[src/rtl/mem_arb_pkg.sv]
// mem_arb_pkg
// Shared definitions for the MEM port arbiter: requester indices, the
// number of requesters and the arbiter state encoding.
// Requester 0 is the UART data collector, 1 the systolic/scan engine and
// 2 the UART data sender.
package mem_arb_pkg;

  localparam int NUM_REQ = 3;

  localparam logic [1:0] REQ_COLLECT  = 2'd0;
  localparam logic [1:0] REQ_SYSTOLIC = 2'd1;
  localparam logic [1:0] REQ_SEND     = 2'd2;

  typedef enum logic {
    ARB_IDLE = 1'b0,
    ARB_OWN  = 1'b1
  } arb_state_t;

endpackage

[src/rtl/mem_port_arbiter_rr_pick3.sv]
// rr_pick3
// Combinational three-way round-robin picker. The search starts at the
// requester after 'pointer' and wraps around, so the requester named by
// 'pointer' itself has the lowest priority.
// Ports:
//   req     [2:0]  request bits
//   pointer [1:0]  index of the most recent winner (2 restarts at 0)
//   winner  [1:0]  chosen requester, meaningful only when valid = 1
//   valid          at least one request is present
module rr_pick3
  import mem_arb_pkg::*;
(
  input  logic [2:0] req,
  input  logic [1:0] pointer,
  output logic [1:0] winner,
  output logic       valid
);

  logic [1:0] first;
  logic [1:0] second;
  logic [1:0] third;

  // Build the search order from the pointer, then take the first hit.
  // Any pointer value other than 0 or 1 behaves like 2, so the scan
  // starts at requester 0.
  always_comb begin
    first  = REQ_COLLECT;
    second = REQ_SYSTOLIC;
    third  = REQ_SEND;
    case (pointer)
      REQ_COLLECT: begin
        first  = REQ_SYSTOLIC;
        second = REQ_SEND;
        third  = REQ_COLLECT;
      end
      REQ_SYSTOLIC: begin
        first  = REQ_SEND;
        second = REQ_COLLECT;
        third  = REQ_SYSTOLIC;
      end
      default: ;
    endcase

    valid  = |req;
    winner = first;
    if (req[first])
      winner = first;
    else if (req[second])
      winner = second;
    else if (req[third])
      winner = third;
  end

endmodule

[src/rtl/mem_port_arbiter.sv]
// mem_port_arbiter
// Shares the single MEM instance between the UART collector (0), the
// systolic/scan engine (1) and the UART sender (2). Arbitration is
// round-robin with an optional per-requester burst lock that is bounded
// by MAX_HOLD consecutive cycles. MEM reads are combinational, so rdata
// is valid in the same cycle the grant is high.
// Optional feature: define MEM_ARB_STATS_EN to build the saturating
// contention counter on coll_cnt; otherwise coll_cnt is tied to zero.
// Ports:
//   clk, rst          clock and synchronous active-low reset
//   req, lock, we     per-requester request, burst lock, write enable
//   addr, wdata       packed per-requester address / write data
//   gnt               registered one-hot grant
//   rdata             read data broadcast to all requesters
//   mem_we, mem_wr_addr, mem_rd_addr, mem_wdata, mem_rdata  MEM side
//   busy              any grant active
//   oob_err           sticky out-of-range access flag
//   coll_cnt          contention counter (MEM_ARB_STATS_EN)
module mem_port_arbiter
  import mem_arb_pkg::*;
#(
  parameter int ADDR_W   = 14,
  parameter int DATA_W   = 8,
  parameter int NUM_DATA = 2500,
  parameter int MAX_HOLD = 64
) (
  input  logic                  clk,
  input  logic                  rst,
  input  logic [2:0]            req,
  input  logic [2:0]            lock,
  input  logic [2:0]            we,
  input  logic [3*ADDR_W-1:0]   addr,
  input  logic [3*DATA_W-1:0]   wdata,
  output logic [2:0]            gnt,
  output logic [DATA_W-1:0]     rdata,
  output logic                  mem_we,
  output logic [ADDR_W-1:0]     mem_wr_addr,
  output logic [ADDR_W-1:0]     mem_rd_addr,
  output logic [DATA_W-1:0]     mem_wdata,
  input  logic [DATA_W-1:0]     mem_rdata,
  output logic                  busy,
  output logic                  oob_err,
  output logic [15:0]           coll_cnt
);

  localparam int HOLD_W = $clog2(MAX_HOLD) + 1;
  localparam logic [HOLD_W-1:0] HOLD_LAST = HOLD_W'(MAX_HOLD - 1);
  // One extra bit so NUM_DATA = 2**ADDR_W still compares correctly.
  localparam logic [ADDR_W:0] ADDR_LIMIT = (ADDR_W + 1)'(NUM_DATA);

  arb_state_t        state;
  logic [1:0]        pointer;
  logic [HOLD_W-1:0] hold_cnt;

  logic              granted;
  logic              cur_req;
  logic              cur_lock;
  logic              cur_we;
  logic [ADDR_W-1:0] cur_addr;
  logic [DATA_W-1:0] cur_wdata;
  logic              in_range;
  logic              stay;
  logic [1:0]        winner;
  logic              pick_valid;

  // While owning, the pointer doubles as the owner index.
  assign granted = (state == ARB_OWN);

  // Select the owner's request signals; everything reads as zero when idle.
  always_comb begin
    cur_req   = 1'b0;
    cur_lock  = 1'b0;
    cur_we    = 1'b0;
    cur_addr  = '0;
    cur_wdata = '0;
    if (granted) begin
      case (pointer)
        REQ_COLLECT: begin
          cur_req   = req[0];
          cur_lock  = lock[0];
          cur_we    = we[0];
          cur_addr  = addr[0*ADDR_W +: ADDR_W];
          cur_wdata = wdata[0*DATA_W +: DATA_W];
        end
        REQ_SYSTOLIC: begin
          cur_req   = req[1];
          cur_lock  = lock[1];
          cur_we    = we[1];
          cur_addr  = addr[1*ADDR_W +: ADDR_W];
          cur_wdata = wdata[1*DATA_W +: DATA_W];
        end
        REQ_SEND: begin
          cur_req   = req[2];
          cur_lock  = lock[2];
          cur_we    = we[2];
          cur_addr  = addr[2*ADDR_W +: ADDR_W];
          cur_wdata = wdata[2*DATA_W +: DATA_W];
        end
        default: ;
      endcase
    end
  end

  assign in_range    = ({1'b0, cur_addr} < ADDR_LIMIT);
  assign mem_wr_addr = cur_addr;
  assign mem_rd_addr = cur_addr;
  assign mem_wdata   = cur_wdata;
  // A grant that outlives its request must not write.
  assign mem_we      = granted & cur_req & cur_we & in_range;
  assign rdata       = (granted && in_range) ? mem_rdata : '0;
  assign busy        = |gnt;

  // A locked owner keeps the port until the hold budget runs out.
  assign stay = granted & cur_req & cur_lock & (hold_cnt < HOLD_LAST);

  rr_pick3 u_pick (
    .req     (req),
    .pointer (pointer),
    .winner  (winner),
    .valid   (pick_valid)
  );

  // Grant FSM. Hold expiry falls into the normal scan, which re-grants
  // the same owner if nobody else is asking and rotates otherwise.
  always_ff @(posedge clk) begin
    if (!rst) begin
      state    <= ARB_IDLE;
      pointer  <= REQ_SEND;
      hold_cnt <= '0;
      gnt      <= '0;
      oob_err  <= 1'b0;
    end else begin
      if (stay) begin
        hold_cnt <= hold_cnt + HOLD_W'(1);
      end else if (pick_valid) begin
        state    <= ARB_OWN;
        pointer  <= winner;
        hold_cnt <= '0;
        gnt      <= 3'b001 << winner;
      end else begin
        state    <= ARB_IDLE;
        hold_cnt <= '0;
        gnt      <= '0;
      end
      if (granted && cur_req && !in_range)
        oob_err <= 1'b1;
    end
  end

`ifdef MEM_ARB_STATS_EN
  logic [15:0] coll_q;
  logic        contention;

  assign contention = (req[0] & req[1]) | (req[0] & req[2]) | (req[1] & req[2]);

  // Counts edges with two or more simultaneous requests, saturating.
  always_ff @(posedge clk) begin
    if (!rst)
      coll_q <= '0;
    else if (contention && coll_q != 16'hFFFF)
      coll_q <= coll_q + 16'd1;
  end

  assign coll_cnt = coll_q;
`else
  assign coll_cnt = '0;
`endif

endmodule

[config.mk]
export PLATFORM = sky130hd
export DESIGN_NAME = mem_port_arbiter
export DESIGN_NICKNAME = d
export VERILOG_FILES = /design/src/rtl/mem_arb_pkg.sv /design/src/rtl/mem_port_arbiter_rr_pick3.sv /design/src/rtl/mem_port_arbiter.sv
export SDC_FILE = /design/constraint.sdc
export NUM_CORES = 1
export LEC_CHECK = 0
export CORE_MARGIN = 2
export CORE_UTILIZATION = 25
export CTS_CLUSTER_SIZE = 10
export DETAILED_ROUTE_END_ITERATION = 16
export PLACE_DENSITY = 0.67
export SETUP_SLACK_MARGIN = 0.05
export SLEW_MARGIN = 20
export SYNTH_ARGS = -nofsm -noshare
export SYNTH_HDL_FRONTEND = slang
export SYNTH_SLANG_ARGS = --single-unit
[constraint.sdc]
create_clock -name clk -period 2.4 [get_ports clk]
set_input_delay 0.36 -clock clk [delete_from_list [all_inputs] [get_ports clk]]
set_output_delay 0.36 -clock clk [all_outputs]
set_load 0.1 [all_outputs]
Word level (Yosys, flattened, before mapping)
Index checks and enable logic that the tools add are counted.

word-level totals
  bits of input ports = 85
  output and inout bits = 66
  flip-flop bits (word level) = 14

cells by class
  shifts and indexed selects = 1
  order comparisons = 5
  bitwise operators = 6
  add/sub/neg operators = 1
  muxes and demuxes = 25
  equality and inequality tests = 2
  reductions and logical operators = 9

operator list
  cell                                                           count
  case mux 14 bit (3 select lines)                               1
  case mux 8 bit (3 select lines)                                1
  2-to-1 mux 8 bit                                               2
  less-than comparator 14 x 12 -> 1 bit (second input constant)  1
  2-to-1 mux 14 bit                                              1
  case mux 2 bit (2 select lines)                                3
  less-than comparator 2 x 3 -> 1 bit (second input constant)    3
  case mux 1 bit (3 select lines)                                3
  adder 7 x 1 -> 7 bit (second input constant)                   1
  less-than comparator 7 x 6 -> 1 bit (second input constant)    1
  2-to-1 mux 1 bit                                               7
  binary-select mux 1 bit (select 2 bit)                         3
  2-to-1 mux 2 bit                                               3
  OR reduction 3 bit                                             2
  AND 1 bit                                                      5
  AND reduction 2 bit                                            2
  logical AND 1 bit                                              3
  2-to-1 mux 3 bit                                               1
  << shifter 1 x 2 -> 3 bit (first input constant)               1
  == test 2 x 1 -> 1 bit (second input constant)                 1
  == test 2 bit (second input constant)                          1
  zero test 2 bit                                                1
  zero test 1 bit                                                1
  inverter 1 bit                                                 1

Depth between registers and ports, before layout
Gate-level depths: netlist of the first run.

  depth in word-level cells = 9
  gate-level depth with buffers = 8

By module
A second synthesis of the first run with hierarchy kept.

second synthesis, totals
  cells, all modules = 225
  area total of the unflattened synthesis = 1699.1 um^2

modules (own cells, without submodules)
  module            area an instance (um^2)  times used  cells an instance
  mem_port_arbiter  1624.1                   1           214
  rr_pick3          75.1                     1           11

Least setup slack after synthesis of the first run
OpenSTA, ideal clock, no wires.

  kind = register -> output
  start point = reg pointer[0]
  end point = out mem_we
  arrival time = 4.809 ns
  setup slack = -2.769 ns
  data required time = 2.040 ns
  cell stages (with the launch flop) = 9
  cells stage by stage = dfxtp_1 -> buf_6 -> buf_6 -> mux2_2 -> nand2_1 -> a21boi_0 -> or3_1 -> buf_2 -> nor3_1

on the way
  elaborated cells between the ends (all ways) = 13
  those cells by class = order compare: 1; eq/ne: 2; mux: 6; bitwise: 3; reduce/logical: 1

RTL lines
  what                                         RTL line                 source
  from (decl)                                  mem_port_arbiter.sv:52   logic [1:0] pointer;
  from (signal assigned)                       mem_port_arbiter.sv:137  pointer <= winner;
  == test 2 bit, or another cell as far along  mem_port_arbiter.sv:77   case (pointer)
  case mux 14 bit (3 select lines) *           mem_port_arbiter.sv:77
  2-to-1 mux 14 bit *                          mem_port_arbiter.sv:76   if (granted) begin
  named net mem_rd_addr[12]                    mem_port_arbiter.sv:38   output logic [ADDR_W-1:0] mem_rd_addr,
  less-than comparator 14 x 12 -> 1 bit *      mem_port_arbiter.sv:104  assign in_range = ({1'b0, cur_addr} < ADDR_LIMIT);
  AND 1 bit *                                  mem_port_arbiter.sv:109  assign mem_we = granted & cur_req & cur_we & in_range;
  to (decl)                                    mem_port_arbiter.sv:36   output logic mem_we,

The timed path passes the listed nets; every way through them passes the cells marked *.

Worst setup path after layout of the first run
  start point = reg pointer[0]
  end point = out rdata[6]

on the way
  word-level cells in the longest chain between the ends = 6
  elaborated cells between the ends (all ways) = 8
  those cells by class = order compare: 1; eq/ne: 2; mux: 3; reduce/logical: 2

RTL lines
  what                                         RTL line                 source
  == test 2 bit, or another cell as far along  mem_port_arbiter.sv:77
  case mux 14 bit (3 select lines) *           mem_port_arbiter.sv:77
  2-to-1 mux 14 bit *                          mem_port_arbiter.sv:76
  less-than comparator 14 x 12 -> 1 bit *      mem_port_arbiter.sv:104
  logical AND 1 bit *                          mem_port_arbiter.sv:110  assign rdata = (granted && in_range) ? mem_rdata : '0;
  2-to-1 mux 8 bit *                           mem_port_arbiter.sv:110
  to (decl)                                    mem_port_arbiter.sv:35   output logic [DATA_W-1:0] rdata,

Mark *: on every way between the ends. The rest lies on a longest branch, timed or not.

==> results of run 1 <==
per-layer routing:
metal	wire length (um)	GRT usage, %	up-vias	share of wire (%)
li1	-	-	1036	-
met4	197	6.960	0	2.9
met1	2565	20.95	954	38
met2	3533	31.47	95	53
met5	0	0	-	0
met3	411	2.571	13	6.1
logic make-up after synthesis:
kind of cell             Yosys count  synth area share (%)
AND/OR/NAND/NOR                   96                 28.90
flip-flops                        14                 16.39
XOR/XNOR                           4                 2.049
AO/OA/AOI/OAI                     43                 17.19
other                              1                0.2192
multiplexers                      27                 15.95
buffers and inverters             49                 18.58
adder cells (fa/ha/maj)            1                0.7314
area by class of cell:
type | count | area (um2) | share of cell area (%)
Inverter | 5 | 18.77 | 0.4720
Tap cell | 80 | 100.1 | 2.517
Multi-Input combinational cell | 187 | 1428 | 35.90
Timing Repair Buffer | 162 | 2091 | 52.58
Clock buffer | 4 | 55.05 | 1.385
Sequential cell | 14 | 284.0 | 7.143
worst min-delay path by stage:
stage                      startpoint          end  slack (ns)  cells past startpoint
after floorplan           hold_cnt[0]  hold_cnt[0]        0.43                      1
after global placement    hold_cnt[0]  hold_cnt[0]        0.44                      1
after detailed placement  hold_cnt[0]  hold_cnt[0]        0.45                      1
after CTS                 hold_cnt[0]  hold_cnt[0]        0.47                      1
after global routing      hold_cnt[0]  hold_cnt[0]        0.49                      1
final                     hold_cnt[0]  hold_cnt[0]        0.46                      1
power by group through the flow:
stage	sequential (mW)	combinational (mW)	clock, mW
after floorplan	0.299	1.08	0
after global placement	0.264	1.67	0
after detailed placement	0.264	1.68	0
after CTS	0.259	1.75	0.240
after global routing	0.261	1.83	0.246
final	0.259	1.76	0.230
Yosys cell counts (all sizes together), types with 3 or more instances:
cell type  number
a21oi           5
and2           17
inv             5
and3            3
clkbuf          5
buf            39
o2bb2ai         9
nand3           6
nor3           10
dfxtp          14
o21a            3
nor2b           5
nor2           14
mux2i          25
nand2          32
o21ai          15
through the flow:
step | hold WS, ns | instance area [um2]
2_1_floorplan | 0.4298 | 1969
3_3_place_gp | 0.4418 | 3732
3_5_place_dp | 0.4543 | 3732
4_1_cts | 0.4681 | 3920
5_1_grt | 0.4904 | 3976
6_report | 0.4611 | 3976
flip-flops by register name, indices dropped and copies added, names as in the netlist:
name / flops
pointer: 2
oob_err: 1
gnt: 3
granted: 1
hold_cnt: 7
timing repair:
action,CTS,global route
gates resized for setup,14,10
hold buffers,0,0
endpoints found under the hold margin,0,0
cloned,2,0
setup endpoints to repair,9,9
setup buffers,5,2
pin swaps,13,12
==> results_dict.tcl, run 1 <==
set metrics [dict create \
    status "finished with violations" \
    failed_checks "negative setup slack" \
    cp-end-kind "output pin" \
    path_clk_slew_ns 0.05 \
    synth.area.top_cells "sky130_fd_sc_hd__dfxtp_1, sky130_fd_sc_hd__mux2i_1, sky130_fd_sc_hd__buf_4, sky130_fd_sc_hd__nand2_1, sky130_fd_sc_hd__and2_1" \
    post_layout_nonfiller_instances 452 \
    max-cap-violations 0 \
    postSynth.topFlopCell "sky130_fd_sc_hd__dfxtp_1" \
    first_drt_iteration_drcs 33 \
    slew_viol_final 0 \
    ys_seq_area_share_pct 16.39 \
    syn_avg_cell_area_um2 7.278 \
    p_leak_nw 1.611 \
    ff2ff_path_depth 8 \
    nets 459 \
    cp_max_fo 6 \
    placed_cells 439 \
    cpMaxStageDelayCell "sky130_fd_sc_hd__or3_4" \
    finalSetupViolations 9 \
    numPortBuffers 134 \
    die_x_um 86.72 \
    synthDominantAreaCellType "sky130_fd_sc_hd__dfxtp_1" \
    fraction_of_the_cycle_the_final_worst_path_needs_pct 111.7 \
    worstHoldPathType "reg2reg" \
    layout_commonest_cell "sky130_fd_sc_hd__clkdlybuf4s50_1" \
    worstReg2RegEnd "oob_err" \
    fillers 574 \
    fin_total_pwr_mw 2.249 \
    worst_path_dominant_cell_family "simple AND/OR/NAND/NOR gates" \
    netlist_instances 235 \
    global_route_overflow 0 \
    detailed_routing_iteration_count_for_the_pre_antenna_repair_pass 4 \
    ff2ff_setup_slack_ns 0.36 \
    drt.antenna.violating_nets 0 \
    synth_cell_type_count 40 \
    routed_wire_length_per_instance_um 14.84 \
    fmax_mhz 373.0 \
    power_frac_comb_pct 78.2 \
    timing.setup.critical_path_class "reg2out" \
    critical_path_arrival_ns 2.32 \
    die_y_um 86.72 \
    grt_pass1_vias 2072 \
    clockBufferDepth 2 \
    critical-path-top-cell-by-count "sky130_fd_sc_hd__buf_12" \
    number_of_synthesized_flops_with_an_enable_pin 0 \
    cts_inserted_buffers 3 \
    syn_to_final_growth_pct 132.5 \
    antenna_found_initial 0 \
    antenna_diode_count 0 \
    layout_min_cycle_time_ns 2.681 \
    first_pass_grt_wire_length_mm 10.45 \
    max-vdd-ir-drop_uv 328.2 \
    swShare_pct 52.52 \
    gp_congestion 0.7850 \
    cts_tree "done" \
    hold_viol_final 0 \
    cp-start-kind "flip-flop" \
    power.clock.fraction_pct 10.2 \
    floorplan.io_pins 151 \
    wirelength_mm 6.708 \
    fp-row-count 30 \
    numClockSinks 14 \
    floorplan.die_area_um2 7519 \
    postLayoutSetupSlackWorst_ns -0.2813 \
    setup-tns-final_ns -2.333 \
    reg2reg_from "pointer[0]" \
    ys_warn_count 0 \
    critical-path-max-stage-delay_ns 0.44 \
    crit_start "pointer[0]" \
    critical_path_data_required_time_ns 2.04 \
    grt_max_degree 32 \
    core_area_um2 6719 \
    critPathCapture "rdata[6]" \
    clock_root_buffer "sky130_fd_sc_hd__clkbuf_8" \
    synth_top_area_share_pct 16.39 \
    floorplan.initialDensity_pct 25.46 \
    timing.critical_path.buf_inv 4 \
    total_switching_power_mw 1.181 \
    seqPwrFrac_pct 11.5 \
    num_vias 2098 \
    routed_via_density 4.642 \
    path_cells "buf_12, buf_6, mux2_4, nand2_4, a21boi_4, or3_4, buf_16, nor3_4, buf_12" \
    internal_power_mw 1.068 \
    post_place_setup_slack_ns -0.2239 \
    netlist_area_um2 1710 \
    cts.htree.levels 1 \
    route.detailed.drc 0 \
    post-route-util_pct 59.18 \
    grt_usage_pct 17.57 \
    worstSetupPathDepth 9 \
    powerDensity_nw_per_um2 565.6 \
    layout-drive-gt1-share_pct 35.48 \
    rsz0062_at_grt "yes" \
    insertion_delay_ns 0.25 \
    async_reset_ff_share_pct 0 \
    most_frequent_cells_in_the_layout "sky130_fd_sc_hd__clkdlybuf4s50_1, sky130_fd_sc_hd__buf_12, sky130_fd_sc_hd__nand2_1, sky130_fd_sc_hd__buf_4, sky130_fd_sc_hd__mux2i_1" \
    finClkSkew_ns 0.001094 \
    ys_seq_elements 14 \
    place.detailed.hpwl_mm 5.397 \
]
No activity file was read; power rests on OpenSTA's default activity.
==> run 2: changes to the inputs <==
Settings changed: CORE_ASPECT_RATIO set to 2, CORE_UTILIZATION 25 to 32, GPL_TIMING_DRIVEN set to 0, PLACE_DENSITY 0.67 to 0.82.
==> run 2 against run 1 <==
Against the previous run:
- die area fell by 20%
- hold slack improved by 0.010 ns
- largest power group unchanged
- maximum frequency rose by 0.48%
- cell area fell by 6.3%
- clock skew rose by 0.0018 ns
- global-route usage rose by 4.2 points
- the flow still finishes with violations (negative setup slack)
- sequential cell count did not move
- via count rose by 5.3%
- critical endpoint is now rdata[0]
==> results_dict.tcl, run 2 (synthesis results as in run 1) <==
set metrics [dict create \
    grt_usage_pct 21.73 \
    die_x_um 55.70 \
    grt_max_degree 11 \
    cp_max_fo 5 \
    antenna_diode_count 0 \
    cp-end-kind "output pin" \
    cts_tree "done" \
    place.detailed.hpwl_mm 5.442 \
    floorplan.initialDensity_pct 33.28 \
    slew_viol_final 0 \
    cp-start-kind "flip-flop" \
    layout_commonest_cell "sky130_fd_sc_hd__clkdlybuf4s50_1" \
    timing.setup.critical_path_class "reg2out" \
    finClkSkew_ns 0.002894 \
    grt_pass1_vias 2304 \
    max-cap-violations 0 \
    drt.antenna.violating_nets 0 \
    routed_via_density 4.836 \
    largest_register_ffs 7 \
    fraction_of_the_cycle_the_final_worst_path_needs_pct 111.2 \
    fmax_mhz 374.7 \
    actual_slew_at_the_worst_max_slew_pin_ns 0.9831 \
    floorplan.io_pins 151 \
    numClockSinks 14 \
    fillers 380 \
    fp-row-count 37 \
    placed_cells 443 \
    layout_min_cycle_time_ns 2.669 \
    powerDensity_nw_per_um2 564.6 \
    num_vias 2210 \
    global_route_overflow 0 \
    syn_to_final_growth_pct 117.9 \
    layout-drive-gt1-share_pct 39.60 \
    clockBufferDepth 2 \
    min_delay_path_depth 1 \
    critical-path-top-cell-by-count "sky130_fd_sc_hd__buf_12" \
    route.detailed.drc 0 \
    first_pass_grt_wire_length_mm 10.53 \
    critical_path_data_required_time_ns 2.04 \
    failed_checks "negative setup slack" \
    die_y_um 107.4 \
    core_area_um2 5139 \
    status "finished with violations" \
    finish.instance_area_um2 3727 \
    finalSetupViolations 9 \
    reg_area_um2 284.0 \
    first_drt_iteration_drcs 70 \
    clock_root_buffer "sky130_fd_sc_hd__clkbuf_8" \
    gp_congestion 0.8225 \
    regMostFlops "hold_cnt" \
    area_taken_by_multi_input_logic_gates_um2 1466 \
    numPortBuffers 134 \
    wirelength_mm 6.963 \
    routed_wire_length_per_instance_um 15.24 \
    path_cells "buf_12, mux2i_4, o21ai_2, or3b_4, nor4b_4, buf_6, nor3_4, buf_12" \
    worst_slew_margin_rel_pct 34.26 \
    path_clk_slew_ns 0.05 \
    largest_registers_in_the_final_layout "hold_cnt: 7 flops, gnt: 3 flops, pointer: 2 flops" \
    postLayoutSetupSlackWorst_ns -0.2686 \
    antenna_found_initial 0 \
    dpl_cell_area_um2 3395 \
    detailed_routing_iteration_count_for_the_pre_antenna_repair_pass 4 \
    nets 486 \
    rsz0062_at_grt "yes" \
    max-vdd-ir-drop_uv 533.1 \
    cts.htree.levels 1 \
    insertion_delay_ns 0.25 \
    cpMaxStageDelayCell "sky130_fd_sc_hd__dfxtp_4" \
    worstHoldPathType "reg2reg" \
    post_layout_nonfiller_instances 457 \
    most_frequent_cells_in_the_layout "sky130_fd_sc_hd__clkdlybuf4s50_1, sky130_fd_sc_hd__buf_4, sky130_fd_sc_hd__nand2_1, sky130_fd_sc_hd__mux2i_1, sky130_fd_sc_hd__conb_1" \
    ff2ff_path_depth 7 \
    cts_inserted_buffers 3 \
    floorplan.die_area_um2 5981 \
    p_leak_nw 1.613 \
    critical_path_arrival_ns 2.31 \
    critical-path-max-stage-delay_ns 0.40 \
    hold_viol_final 0 \
]
[run 2: routing by layer]
| metal | GRT usage [%] | up-vias | wire (um) |
|---|---|---|---|
| met5 | 0 | - | 0 |
| met4 | 6.098 | 0 | 150 |
| met3 | 3.245 | 13 | 445 |
| met2 | 44.30 | 101 | 3997 |
| met1 | 21.78 | 1006 | 2369 |
| li1 | - | 1090 | - |
[run 2: worst max-delay path: cells and delay by family, from the launching register on]
kind,cells,cell delay (ns)
buffers and inverters,3,0.52
multiplexers,1,0.24
AND/OR/NAND/NOR,3,0.79
AO/OA/AOI/OAI,1,0.11
flip-flops,1,0.40
[run 2: worst paths after layout]
check,from,end,slack (ns)
setup / recovery,pointer[0],rdata[0],-0.27
setup reg to reg,pointer[0],oob_err,0.41
hold reg to reg,hold_cnt[0],hold_cnt[0],0.47
hold / removal,hold_cnt[0],hold_cnt[0],0.47
[run 2: power breakdown]
| group | leakage [nW] | internal, mW | switching (mW) |
|---|---|---|---|
| clock network | 0.0288 | 0.145 | 0.0822 |
| registers | 0.115 | 0.245 | 0.0155 |
| logic | 1.47 | 0.555 | 1.06 |
[run 2: metrics by stage]
step	power (mW)	hold slack, ns	util [%]	TNS, ns	worst slack, ns
finish	2.104	0.4712	72.53	-2.227	-0.2686
global route	2.182	0.5073	72.53	-2.755	-0.3443
CTS	2.068	0.4787	71.32	-3.085	-0.3610
detailed placement	1.745	0.4660	66.06	-34.11	-1.486
global placement	1.736	0.4492	65.84	-37.05	-1.692
floorplan	1.380	0.4298	-	-5.848	-0.6308
[run 2: area by class of cell]
| type | count | area share, % |
|---|---|---|
| repair buffers | 146 | 39.54 |
| clock buffers | 4 | 1.477 |
| multi-input cells | 187 | 39.34 |
| inverters | 5 | 0.5035 |
| plain buffers | 43 | 9.567 |
| well taps | 58 | 1.947 |
| flip-flops and latches | 14 | 7.620 |
[run 2: timing repair]
item / CTS / global route
hold buffers: 0 / 0
cloned: 1 / 0
gates resized for setup: 306 / 31
setup endpoints to repair: 45 / 44
pin swaps: 15 / 13
buffers inserted: 10 / 1
